File: config.mk
export PLATFORM = sky130hd
export DESIGN_NAME = spy_bus_ctrl_flat
export DESIGN_NICKNAME = d
export VERILOG_FILES = /design/src/rtl/spy_bus_ctrl_if.sv /design/src/rtl/spy_bus_ctrl.sv /design/src/flat_wrapper.sv
export SDC_FILE = /design/constraint.sdc
export NUM_CORES = 1
export LEC_CHECK = 0
export ABC_AREA = 1
export BUFFER_PORTS_ARGS = -buffer_cell sky130_fd_sc_hd__buf_4
export CORE_ASPECT_RATIO = 0.9
export CORE_MARGIN = 5
export CORE_UTILIZATION = 54
export DETAILED_ROUTE_END_ITERATION = 10
export HOLD_SLACK_MARGIN = 0.06
export MAX_ROUTING_LAYER = met4
export PLACE_DENSITY_LB_ADDON = 0.12
export SYNTH_ARGS = -nofsm -noshare
export SYNTH_HDL_FRONTEND = slang
export SYNTH_SLANG_ARGS = --single-unit
File: constraint.sdc
create_clock -name clk -period 2.5 [get_ports clk]
set_input_delay 0.5 -clock clk [delete_from_list [all_inputs] [get_ports clk]]
set_output_delay 0.5 -clock clk [all_outputs]
set_load 0.01 [all_outputs]
File: src/rtl/spy_bus_ctrl_if.sv
// Requester and spy-bus signal bundle for spy_bus_ctrl.
// The slave modport is the controller; master is the requester/spy side.
`timescale 1ns/1ps
interface spy_bus_ctrl_if;
  logic        r0_req;
  logic        r0_we;
  logic [4:0]  r0_addr;
  logic [15:0] r0_wdata;
  logic        r0_ack;
  logic        r1_req;
  logic        r1_we;
  logic [4:0]  r1_addr;
  logic [15:0] r1_wdata;
  logic        r1_ack;
  logic [15:0] rdata;
  logic [15:0] spy_in;
  logic [23:0] spy_sel;
  logic [15:0] spy_wdata;
  logic        dbread;
  logic        dbwrite;
  logic        busy;

  modport slave (
    input  r0_req, r0_we, r0_addr, r0_wdata,
    input  r1_req, r1_we, r1_addr, r1_wdata,
    input  spy_in,
    output r0_ack, r1_ack, rdata, spy_sel, spy_wdata, dbread, dbwrite, busy
  );

  modport master (
    output r0_req, r0_we, r0_addr, r0_wdata,
    output r1_req, r1_we, r1_addr, r1_wdata,
    output spy_in,
    input  r0_ack, r1_ack, rdata, spy_sel, spy_wdata, dbread, dbwrite, busy
  );
endinterface

File: src/rtl/spy_bus_ctrl.sv
// Spy examine/deposit bus sequencer with round-robin arbitration between
// the serial debug link (port 0) and the host bus bridge (port 1).
//
// state    | meaning
// S_IDLE   | sample requests, grant and latch the winning port
// S_SETUP  | select decoded, deposit data driven, strobes low
// S_ACCESS | dbread/dbwrite high for SETTLE cycles, read data captured on last
// S_HOLD   | strobes low, select and data held
// S_ACK    | one-cycle ack to granted port, select cleared
`timescale 1ns/1ps
module spy_bus_ctrl #(
  parameter int unsigned SETTLE = 2
) (
  input  logic          clk,
  input  logic          reset,
  spy_bus_ctrl_if.slave bus
);

  typedef enum logic [2:0] {
    S_IDLE,
    S_SETUP,
    S_ACCESS,
    S_HOLD,
    S_ACK
  } state_t;

  localparam logic [3:0] SETTLE_M1 = 4'(SETTLE - 1);

  state_t      r_state;
  logic        r_last;
  logic        r_gnt;
  logic        r_we;
  logic        r_unmap;
  logic [3:0]  r_cnt;
  logic [15:0] r_cap;
  logic [23:0] r_sel;
  logic [15:0] r_wdata;
  logic        r_dbread;
  logic        r_dbwrite;
  logic        r_ack0;
  logic        r_ack1;
  logic [15:0] r_rdata;
  logic        r_busy;

  logic        w_any_req;
  logic        w_pick1;
  logic        w_we;
  logic [4:0]  w_addr;
  logic [15:0] w_wdata;

  function automatic logic [23:0] f_decode(input logic [4:0] addr);
    logic [23:0] v;
    v = '0;
    if (addr < 5'd24) v[addr] = 1'b1;
    return v;
  endfunction

  // On a tie, port 1 wins only if port 0 was granted last.
  assign w_any_req = bus.r0_req | bus.r1_req;
  assign w_pick1   = bus.r1_req & (~bus.r0_req | ~r_last);
  assign w_we      = w_pick1 ? bus.r1_we    : bus.r0_we;
  assign w_addr    = w_pick1 ? bus.r1_addr  : bus.r0_addr;
  assign w_wdata   = w_pick1 ? bus.r1_wdata : bus.r0_wdata;

  always_ff @(posedge clk) begin
    if (reset) begin
      r_state   <= S_IDLE;
      r_last    <= 1'b1;
      r_gnt     <= 1'b0;
      r_we      <= 1'b0;
      r_unmap   <= 1'b0;
      r_cnt     <= 4'd0;
      r_cap     <= 16'hFFFF;
      r_sel     <= '0;
      r_wdata   <= '0;
      r_dbread  <= 1'b0;
      r_dbwrite <= 1'b0;
      r_ack0    <= 1'b0;
      r_ack1    <= 1'b0;
      r_rdata   <= 16'hFFFF;
      r_busy    <= 1'b0;
    end else begin
      r_ack0 <= 1'b0;
      r_ack1 <= 1'b0;
      case (r_state)
        S_IDLE: begin
          if (w_any_req) begin
            r_gnt   <= w_pick1;
            r_last  <= w_pick1;
            r_we    <= w_we;
            r_unmap <= (w_addr >= 5'd24);
            r_sel   <= f_decode(w_addr);
            r_wdata <= w_wdata;
            r_busy  <= 1'b1;
            r_state <= S_SETUP;
          end
        end
        S_SETUP: begin
          r_cnt     <= SETTLE_M1;
          r_dbread  <= ~r_we;
          r_dbwrite <= r_we;
          r_state   <= S_ACCESS;
        end
        S_ACCESS: begin
          if (r_cnt == 4'd0) begin
            r_dbread  <= 1'b0;
            r_dbwrite <= 1'b0;
            if (!r_we) r_cap <= r_unmap ? 16'hFFFF : bus.spy_in;
            r_state   <= S_HOLD;
          end else begin
            r_cnt <= r_cnt - 4'd1;
          end
        end
        S_HOLD: begin
          r_sel   <= '0;
          r_ack0  <= ~r_gnt;
          r_ack1  <= r_gnt;
          if (!r_we) r_rdata <= r_cap;
          r_state <= S_ACK;
        end
        S_ACK: begin
          r_busy  <= 1'b0;
          r_state <= S_IDLE;
        end
        default: r_state <= S_IDLE;
      endcase
    end
  end

  assign bus.r0_ack    = r_ack0;
  assign bus.r1_ack    = r_ack1;
  assign bus.rdata     = r_rdata;
  assign bus.spy_sel   = r_sel;
  assign bus.spy_wdata = r_wdata;
  assign bus.dbread    = r_dbread;
  assign bus.dbwrite   = r_dbwrite;
  assign bus.busy      = r_busy;

endmodule

File: src/flat_wrapper.sv
// flat-port wrapper written by rule: the top's interface ports become plain ports
module spy_bus_ctrl_flat 
#(
  parameter int unsigned SETTLE = 2
)
  (clk, reset, bus_r0_req, bus_r0_we, bus_r0_addr, bus_r0_wdata, bus_r1_req, bus_r1_we, bus_r1_addr, bus_r1_wdata, bus_spy_in, bus_r0_ack, bus_r1_ack, bus_rdata, bus_spy_sel, bus_spy_wdata, bus_dbread, bus_dbwrite, bus_busy);
  spy_bus_ctrl_if bus_i ();
  input  logic clk;
  input  logic reset;
  input wire logic [$bits(bus_i.r0_req)-1:0] bus_r0_req;
  input wire logic [$bits(bus_i.r0_we)-1:0] bus_r0_we;
  input wire logic [$bits(bus_i.r0_addr)-1:0] bus_r0_addr;
  input wire logic [$bits(bus_i.r0_wdata)-1:0] bus_r0_wdata;
  input wire logic [$bits(bus_i.r1_req)-1:0] bus_r1_req;
  input wire logic [$bits(bus_i.r1_we)-1:0] bus_r1_we;
  input wire logic [$bits(bus_i.r1_addr)-1:0] bus_r1_addr;
  input wire logic [$bits(bus_i.r1_wdata)-1:0] bus_r1_wdata;
  input wire logic [$bits(bus_i.spy_in)-1:0] bus_spy_in;
  output wire logic [$bits(bus_i.r0_ack)-1:0] bus_r0_ack;
  output wire logic [$bits(bus_i.r1_ack)-1:0] bus_r1_ack;
  output wire logic [$bits(bus_i.rdata)-1:0] bus_rdata;
  output wire logic [$bits(bus_i.spy_sel)-1:0] bus_spy_sel;
  output wire logic [$bits(bus_i.spy_wdata)-1:0] bus_spy_wdata;
  output wire logic [$bits(bus_i.dbread)-1:0] bus_dbread;
  output wire logic [$bits(bus_i.dbwrite)-1:0] bus_dbwrite;
  output wire logic [$bits(bus_i.busy)-1:0] bus_busy;
  assign bus_i.r0_req = bus_r0_req;
  assign bus_i.r0_we = bus_r0_we;
  assign bus_i.r0_addr = bus_r0_addr;
  assign bus_i.r0_wdata = bus_r0_wdata;
  assign bus_i.r1_req = bus_r1_req;
  assign bus_i.r1_we = bus_r1_we;
  assign bus_i.r1_addr = bus_r1_addr;
  assign bus_i.r1_wdata = bus_r1_wdata;
  assign bus_i.spy_in = bus_spy_in;
  assign bus_r0_ack = bus_i.r0_ack;
  assign bus_r1_ack = bus_i.r1_ack;
  assign bus_rdata = bus_i.rdata;
  assign bus_spy_sel = bus_i.spy_sel;
  assign bus_spy_wdata = bus_i.spy_wdata;
  assign bus_dbread = bus_i.dbread;
  assign bus_dbwrite = bus_i.dbwrite;
  assign bus_busy = bus_i.busy;
  spy_bus_ctrl #(.SETTLE(SETTLE)) u_core (.clk(clk), .reset(reset), .bus(bus_i));
endmodule
==> key figures <==
Power and ir drop
  • VDD IR max: 0.4741 mV
  • Final Power: 0.003472 W
  • Power Density: 728.4 nW/um^2
  • Leakage component of the power: between 2 and 2.5 nW

GRT
  • Number of antenna violations at the first check in global routing: 0
  • Largest net degree at the start of global routing: 47
  • Via count of the first global-routing pass: 3285
  • Global-route total usage across every layer: 23.11%
  • First-pass GRT wire length: 15.68 mm
  • Total overflow reported by the global router: 0

Timing
  • Fin crit period: 2.055 ns
  • Slew @ Worst Pin: 0.7594 ns
  • Worst setup margin: roughly 0.45 ns
  • Fraction of the cycle the final worst path needs: 82.19%
  • Clock tree skew after final layout: 0.01109 ns
  • Hold violation total from the final report: 0
  • Setup Viol. Count Final: 0
  • Worst max-slew margin expressed relative to the limit: between 40% and 50%
  • Number of pins exceeding their max-slew limit in the final report: 0
  • Fin Setup TNS: 0 ns
  • Highest Clock Rate: between 400 and 500 MHz
  • Hold slack: between 0.3 and 0.4 ns
  • Setup repair after global routing missed its margin: false

Die
  • Area inside the core boundary: 6586 um^2
  • I/O Pins: 125
  • Die Y: 88.01 um
  • Initial standard-cell utilization of the core: 55.43%
  • Die boundary width: 96.68 um
  • Die outline area: 8508 um^2
  • Number of rows created at floorplan: 28

Synth
  • Post-synthesis average cell area: 7.852 um^2
  • Gate count after technology mapping: 465
  • Biggest area consumer among synthesized cells: dfxtp_1
  • Synthesized Nets: 530
  • Synth area leaders: dfxtp_1 48%, nand2_1 12%, nand3_1 9.0%
  • Warnings from Yosys: 0
  • Register area share after synthesis: 48.25%
  • Yosys cell types: 35
  • Mapped cell area: 3651 um^2
  • Post-synth top area share: 48.25%
  • Register bit count reported by yosys: 88

Worst hold path
  • WHS Path Cells: 3
  • Endpoint, Worst Hold: u_core.r_cap[11]
  • Class of the most critical hold timing path: primary input to flip-flop
  • Startpoint of the tightest hold check path: bus_spy_in[11]

Drt
  • Antenna-violating nets left: 0
  • Drt first pass iters: 5
  • WL per Instance: 14.32 um
  • Number of DRC violations after detailed-routing iteration 0: 202
  • Via Count: 3565
  • Routed via count divided by cell count: 5.313
  • DRC violations left: 0
  • Total Routed Length: 9.609 mm

Final layout
  • Design area: approximately 4800 um^2
  • Layout-stage area growth over the synthesis result: 30.57%
  • Final net count: 641
  • Ant diodes: 0
  • Multi-input gate area: about 1600 um^2
  • Filler Cell Count: 585
  • Fraction of layout cells with a size suffix above 1: between 20 and 30%
  • Sequential cell area: 1762 um^2

Setup path
  • Setup slack of the worst register-to-register path: 0.45 ns
  • R2r worst-path depth: 6
  • Largest driver fanout on the critical path: 46
  • Terminus of the critical flop-to-flop path: u_core.bus.spy_wdata[1]
  • Category of the worst setup path capture point: flip-flop
  • Crit start category: flip-flop
  • Class of the most critical setup path: flip-flop to flip-flop
  • Critical path data required time: around 2.7 ns
  • Critical Path AT: 2.29 ns
  • Worst reg2reg startpoint: u_core.r_state[1]

Clock tree
  • Clock transition at path regs: 0.09 ns
  • Post-CTS setup-driven buffer insertion count: 0
  • Skew-Pair Late Insertion Delay: 0.35 ns
  • Resized Gates After CTS: 0
  • Clock sink count: 88
  • Clock tree root buffer cell: clkbuf_8
  • CTS max path bufs: 2
  • Number of H-tree levels: 3
  • CTS tree: done
  • Number of buffers inserted during clock tree synthesis: 9
  • Hold-fix buffers at CTS: 0

Run
  • MaxCap Viol Count: 0

Placed design
  • DP Area: 4562 um^2
  • Worst slack at placement: 0.3846 ns
  • Number of buffer cells added on primary ports: 124
  • Hpwl dp: 6.876 mm
  • Final estimated routing congestion in global placement: just over 0.8

Status
  • Outcome: complete, no violations
==> flip-flops by register name (all words and copies together) (netlist names), 3 cells and up <==
register              flops
u_core.r_cap             16
u_core.bus.spy_wdata     16
u_core.bus.spy_sel       24
u_core.r_cnt              4
u_core.bus.rdata         16
u_core.r_state            3
==> critical path, cell delays in order, from the launching register on <==
cell,delay [ns]
dfxtp_1,0.38
inv_2,0.10
nand3_1,0.15
nor2_2,0.49
inv_2,0.47
a21oi_1,0.26
a21oi_1,0.09
==> how the worst max path moves through the flow <==
stage | start | cells after the start | end
2_1_floorplan | bus_r1_req | 8 | u_core.bus.spy_sel[21]
3_3_place_gp | bus_r1_req | 6 | u_core.bus.spy_wdata[8]
3_5_place_dp | bus_r1_req | 6 | u_core.bus.spy_wdata[1]
4_1_cts | u_core.r_state[1] | 6 | u_core.bus.spy_wdata[1]
5_1_grt | u_core.r_state[1] | 6 | u_core.bus.spy_wdata[5]
6_report | u_core.r_state[1] | 6 | u_core.bus.spy_wdata[1]
==> layout by cell type (no fill, tap or decap), drive strengths merged <==
cell type	count
nand3	67
clkbuf	11
o22ai	1
nand3b	1
nor3	5
ha	1
dfxtp	88
and2	1
a21oi	65
nand2	127
clkinvlp	1
clkinv	3
nor3b	1
bufinv	1
buf	128
inv	20
nor2	20
o21ai	36
o21a	1
o31ai	1
a31oi	2
==> per-stage QoR <==
step	instances	utilization, %
global placement	655	69.26
CTS	671	72.38
floorplan	465	-
global route	671	72.38
detailed placement	655	69.26
finish	671	72.38
==> report_power, final <==
part	total (W)	switching, W	internal, W
registers	0.00165	0.000101	0.00154
logic	0.000827	0.000494	0.000333
clock network	0.00100	0.000503	0.000497
==> synth_stat cells (all sizes together) <==
| library cell | count |
|---|---|
| nand2 | 127 |
| dfxtp | 88 |
| nand3 | 67 |
| a21oi | 65 |
| o21ai | 36 |
| nor2 | 20 |
| inv | 19 |
| buf | 16 |
| clkbuf | 12 |
| nor3 | 5 |
| a31oi | 2 |
| and2 | 1 |
| clkinv | 1 |
| ha | 1 |
| nand3b | 1 |
| nor3b | 1 |
| o21a | 1 |
| o22ai | 1 |
| o31ai | 1 |
==> area by class of cell <==
type	count	area share, %
clock buffer	11	2.966
timing repair buffer	128	20.16
clock inverter	5	1.339
tap	90	2.362
inverter	20	1.627
sequential	88	36.96
multi-input combinational	329	34.59
==> logic make-up after synthesis <==
kind of cell	after synthesis	share of synthesized area [%]
and+or+nand+nor	222	29.64
adders and majority gates	1	0.3426
DFF	88	48.25
AOI/OAI and AO/OA	106	15.18
buffers and inverters	48	6.580
==> metal layers <==
| metal | vias to the layer above | routed length, um | global-route usage, % |
|---|---|---|---|
| li1 | 1773 | - | - |
| met1 | 1646 | 4091 | 28.37 |
| met2 | 133 | 4594 | 36.97 |
| met3 | 13 | 790 | 7.564 |
| met4 | 0 | 133 | 6.122 |
| met5 | - | 0 | - |
Power figures use the tool's default switching activity.
